**config.mk**
```make
export PLATFORM = sky130hd
export DESIGN_NAME = hazard_controller
export DESIGN_NICKNAME = d
export VERILOG_FILES = /design/src/rtl/hazard_controller_pkg.sv /design/src/rtl/hazard_controller_stage_tracker.sv /design/src/rtl/hazard_controller.sv
export SDC_FILE = /design/constraint.sdc
export NUM_CORES = 1
export LEC_CHECK = 0
export CAP_MARGIN = 20
export CORE_MARGIN = 8
export CORE_UTILIZATION = 45
export CTS_CLUSTER_DIAMETER = 120
export CTS_CLUSTER_SIZE = 12
export DETAILED_ROUTE_END_ITERATION = 12
export GPL_TIMING_DRIVEN = 0
export PLACE_DENSITY = 0.82
export SYNTH_ARGS = -nofsm -noshare
export SYNTH_HDL_FRONTEND = slang
export SYNTH_SLANG_ARGS = --single-unit
export TNS_END_PERCENT = 20
```
**constraint.sdc**
```tcl
create_clock -name clk -period 7.9 [get_ports clk]
set_input_delay 1.58 -clock clk [delete_from_list [all_inputs] [get_ports clk]]
set_output_delay 1.58 -clock clk [all_outputs]
set_load 0.01 [all_outputs]
```
**src/rtl/hazard_controller_pkg.sv**
```systemverilog
// Shared action encodings and scoreboard entry layout for the pipeline
// hazard controller and its per-stage trackers.
package hazard_controller_pkg;

  typedef enum logic [1:0] {
    ACTION_RUN    = 2'd0,
    ACTION_STALL  = 2'd1,
    ACTION_FREEZE = 2'd2,
    ACTION_FLUSH  = 2'd3
  } action_t;

  localparam int REG_IDX_W = 2;
  localparam int ENTRY_W   = 3 + REG_IDX_W;

  typedef struct packed {
    logic                 valid;
    logic                 reg_write;
    logic                 mem_read;
    logic [REG_IDX_W-1:0] dest;
  } entry_t;

  localparam logic [15:0] CNT_MAX = 16'hFFFF;

endpackage

```
**src/rtl/hazard_controller_stage_tracker.sv**
```systemverilog
// One scoreboard entry: shadows the destination of the instruction in a
// single pipeline stage. hold beats clear, clear beats load.
module stage_tracker
  import hazard_controller_pkg::*;
(
  input  logic   clk,
  input  logic   reset_n,
  input  logic   load,
  input  logic   clear,
  input  logic   hold,
  input  entry_t d,
  output entry_t q
);

  logic                 valid;
  logic                 reg_write;
  logic                 mem_read;
  logic [REG_IDX_W-1:0] dest;

  // Only the valid bit needs reset; the payload is ignored while invalid.
  always_ff @(posedge clk or negedge reset_n) begin
    if (!reset_n) begin
      valid <= 1'b0;
    end else if (!hold) begin
      if (clear) begin
        valid <= 1'b0;
      end else if (load) begin
        valid <= d.valid;
      end
    end
  end

  always_ff @(posedge clk) begin
    if (!hold && !clear && load) begin
      reg_write <= d.reg_write;
      mem_read  <= d.mem_read;
      dest      <= d.dest;
    end
  end

  assign q = '{valid: valid, reg_write: reg_write, mem_read: mem_read, dest: dest};

endmodule

```
**src/rtl/hazard_controller.sv**
```systemverilog
// Pipeline sequencing controller: tracks EX/MEM/WB destinations and picks
// RUN, STALL, FREEZE or FLUSH each cycle, with saturating perf counters.
module hazard_controller
  import hazard_controller_pkg::*;
#(
  parameter logic DATA_FORWARDING = 1'b1
) (
  input  logic        clk,
  input  logic        reset_n,
  input  logic [1:0]  rs_id,
  input  logic [1:0]  rt_id,
  input  logic        rs_used_id,
  input  logic        rt_used_id,
  input  logic        reg_write_id,
  input  logic [1:0]  write_reg_id,
  input  logic        mem_read_id,
  input  logic        branch_taken_ex,
  input  logic        mem_busy,
  output logic        pc_write,
  output logic        ifid_write,
  output logic        ifid_flush,
  output logic        idex_bubble,
  output logic        pipe_hold,
  output logic [1:0]  last_action,
  output logic [15:0] stall_cycles,
  output logic [15:0] flush_count
);

  entry_t  ex_e, mem_e, wb_e, id_e;
  action_t action, last_q;
  logic    fwd_hazard, any_hazard, hazard;

  function automatic logic hit(input entry_t e, input logic used,
                               input logic [REG_IDX_W-1:0] idx);
    return e.valid & e.reg_write & used & (idx == e.dest);
  endfunction

  function automatic logic [15:0] sat_inc(input logic [15:0] c);
    return (c == CNT_MAX) ? c : c + 16'd1;
  endfunction

  assign fwd_hazard = ex_e.mem_read &
                      (hit(ex_e, rs_used_id, rs_id) | hit(ex_e, rt_used_id, rt_id));
  // Without write-through in the register file, a WB producer still blocks.
  assign any_hazard = hit(ex_e,  rs_used_id, rs_id) | hit(ex_e,  rt_used_id, rt_id) |
                      hit(mem_e, rs_used_id, rs_id) | hit(mem_e, rt_used_id, rt_id) |
                      hit(wb_e,  rs_used_id, rs_id) | hit(wb_e,  rt_used_id, rt_id);
  assign hazard = DATA_FORWARDING ? fwd_hazard : any_hazard;

  always_comb begin
    action = ACTION_RUN;
    if (mem_busy)             action = ACTION_FREEZE;
    else if (branch_taken_ex) action = ACTION_FLUSH;
    else if (hazard)          action = ACTION_STALL;
  end

  always_comb begin
    pc_write    = 1'b1;
    ifid_write  = 1'b1;
    ifid_flush  = 1'b0;
    idex_bubble = 1'b0;
    pipe_hold   = 1'b0;
    case (action)
      ACTION_STALL: begin
        pc_write    = 1'b0;
        ifid_write  = 1'b0;
        idex_bubble = 1'b1;
      end
      ACTION_FREEZE: begin
        pc_write   = 1'b0;
        ifid_write = 1'b0;
        pipe_hold  = 1'b1;
      end
      ACTION_FLUSH: begin
        ifid_flush  = 1'b1;
        idex_bubble = 1'b1;
      end
      default: ;
    endcase
    if (!reset_n) begin
      pc_write    = 1'b0;
      ifid_write  = 1'b0;
      ifid_flush  = 1'b1;
      idex_bubble = 1'b1;
      pipe_hold   = 1'b0;
    end
  end

  assign id_e = '{valid: 1'b1, reg_write: reg_write_id, mem_read: mem_read_id,
                  dest: write_reg_id};

  // Scoreboard shift: ID -> EX -> MEM -> WB, WB discarded on every advance.
  stage_tracker u_ex (
    .clk(clk), .reset_n(reset_n), .load(action == ACTION_RUN),
    .clear((action == ACTION_STALL) || (action == ACTION_FLUSH)),
    .hold(action == ACTION_FREEZE), .d(id_e), .q(ex_e)
  );
  stage_tracker u_mem (
    .clk(clk), .reset_n(reset_n), .load(1'b1), .clear(1'b0),
    .hold(action == ACTION_FREEZE), .d(ex_e), .q(mem_e)
  );
  stage_tracker u_wb (
    .clk(clk), .reset_n(reset_n), .load(1'b1), .clear(1'b0),
    .hold(action == ACTION_FREEZE), .d(mem_e), .q(wb_e)
  );

  always_ff @(posedge clk or negedge reset_n) begin
    if (!reset_n) begin
      last_q       <= ACTION_RUN;
      stall_cycles <= 16'd0;
      flush_count  <= 16'd0;
    end else begin
      last_q <= action;
      if ((action == ACTION_STALL) || (action == ACTION_FREEZE))
        stall_cycles <= sat_inc(stall_cycles);
      if (action == ACTION_FLUSH)
        flush_count <= sat_inc(flush_count);
    end
  end

  assign last_action = last_q;

endmodule
```
==> impl_metrics.tcl <==
set metrics [dict create \
    fin_crit_ps 5550 \
    dr.first_iter.drc_count 97 \
    grt_usage_pct 12.7 \
    p_leak_nw 1.15 \
    grt_start_max_net_pins 41 \
    synth_nets 189 \
    ys_warn_count 0 \
    yosys-top-cells-count "dfrtp_1, xor2_1, xnor2_1" \
    cts_made_buffers 5 \
    power_mw 0.606 \
    synthToLayoutAreaGrowth_pct 34.7 \
    ant_nets 0 \
    setup_viol 0 \
    clockBufferDepth 2 \
    cp-end-kind "output port" \
    grt_pass1_wl_um 6690 \
    synthCells 171 \
    io-pin-count 53 \
    worst_slew_pin_slew_ps 811 \
    required_ps 6320 \
    rsz0062_at_grt "false" \
    synth_top_area_cell "dfrtp_1" \
    final.period_utilization_pct 70.2 \
    first_pass_iters 4 \
    place_hpwl_um 3130 \
    timing.setup.tns_ps 0 \
    netlist_area_um2 1960 \
    num_antenna_cells 0 \
    synth_ff_type "dfrtp_1" \
    ctsHoldBuffers 0 \
    rows 24 \
    cts_sinks 39 \
    vias 1510 \
    fillers 358 \
    cp-start-kind "primary input" \
    max_freq_ghz 0.180 \
    clk_latency_ps 280 \
    core_um2 4260 \
    ys_types 41 \
    routabilityCongestion 0.786 \
    grt_antenna_before_repair 0 \
    ys_ff_latch 39 \
    p_per_area_nw_per_um2 229 \
    fin_ws_ps 2350 \
    synthTopCellsByArea "dfrtp_1, xor2_1, xnor2_1" \
    grt_overflow 0 \
    avgSynthCellArea_um2 11.5 \
    ys_seq_area_share_pct 50.8 \
    yosysTopAreaCellShare_pct 44.7 \
    cts_root_buf "clkbuf_8" \
    htree_levels 2 \
    nets 248 \
    grt_pass1_vias 1464 \
    cap_viol_max_count 0 \
    hold_viol 0 \
    peakVddDrop_v 0.000140 \
    slew_headroom_pct 46.0 \
    critPathMaxFanout 5 \
    cts_tree "built" \
    fin_skew_ps 4.69 \
    die_w_um 82.0 \
    port_buffers 52 \
    die_h_um 82.0 \
    dieArea_um2 6720 \
    wl_um 4190 \
    synth_edf_count 4 \
    ys_async_sr_fraction_pct 89.7 \
    critPathKind "primary input to output port" \
    slew_violations 0 \
    place_ws_ps 2340 \
    status "finished, final reports clean" \
    post-cts-setup-buffer-count 0 \
    path_clk_slew_ps 70 \
    hold_class "register to register" \
    r2r_slack_ps 4950 \
    cts_resized 0 \
    layout-drive-gt1-share_pct 9.09 \
    wl_per_cell_um 14.8 \
    drc 0 \
    fin_util_pct 61.9 \
    initial_core_util_pct 46.0 \
    vias_per_cell 5.34 \
    cp.arrival_ps 3970 \
    synth_most_common_cell "dfrtp_1" \
]
[path summary, 6_finish.rpt]
| kind | startpoint | endpoint | cells past startpoint |
|---|---|---|---|
| max | rs_id[1] | pc_write | 9 |
| min | flush_count[15] | flush_count[15] | 1 |
| max reg2reg | u_ex.dest[1] | stall_cycles[13] | 10 |
| min reg2reg | flush_count[15] | flush_count[15] | 1 |
| max in group asynchronous | reset_n | last_action[1] | 1 |
| min in group asynchronous | reset_n | flush_count[10] | 1 |
[sequential cells by signal, summed over array words and instances (netlist names)]
signal and flops:
u_ex.dest 2, u_ex.valid 1, u_ex.reg_write 1, last_action 2, flush_count 16, stall_cycles 16
u_ex.mem_read 1
[critical path, stage by stage]
cell             delay (ps)
clkdlybuf4s50_1         490
xnor2_1                 130
and3_1                  170
o2111ai_1               190
a21o_1                  250
ha_1                    360
and2_1                  170
buf_4                   110
clkdlybuf4s50_1         520
[metal layers]
metal	vias up	wire (um)	track usage [%]
met5	-	0	0
met4	0	36	4.74
met3	5	270	3.83
met2	38	2120	21.2
met1	722	1760	15.1
li1	745	-	-
[metrics by stage]
| step | instance area [um^2] | std cells | hold WS [ps] |
|---|---|---|---|
| after floorplan | 1960 | 171 | 485 |
| after global placement | 2540 | 275 | 483 |
| after global routing | 2640 | 283 | 534 |
| after CTS | 2640 | 283 | 497 |
| final | 2640 | 283 | 495 |
| after detailed placement | 2540 | 275 | 483 |
[cell type report]
cell class,count,area [um^2],area share [%]
Clock buffer,8,100,3.79
Tap cell,52,65.1,2.46
Timing Repair Buffer,52,515,19.5
Sequential cell,39,996,37.7
Multi-Input combinational cell,126,936,35.5
Inverter,3,11.3,0.427
Buffer,3,16.3,0.616
[kinds of logic after synthesis]
logic type      count (synthesis)  synth area share [%]
simple gates                   63                  19.7
flops                          39                  50.8
xor+xnor                       30                  13.4
compound gates                 24                  9.00
buf+inv                         6                  1.40
mux                             5                  3.06
fa+ha+maj                       4                  2.55
[power by group]
part | leakage [nW] | internal, mW | switching, mW | total [mW]
logic | 0.609 | 0.108 | 0.0712 | 0.179
registers | 0.485 | 0.239 | 0.0445 | 0.283
clock network | 0.0515 | 0.0796 | 0.0640 | 0.144
total | 1.15 | 0.426 | 0.180 | 0.606
[layout by cell type, fill, tap and decap left out, drive strengths merged, types with 5 or more instances in the layout]
master	count
nand2	13
nand3	9
and2	5
and3	7
a21oi	5
dfrtp	35
clkbuf	9
xnor2	14
xor2	16
clkdlybuf4s50	51
nand4	7
mux2	5
Note: power is estimated with default switching activity, not from simulation.
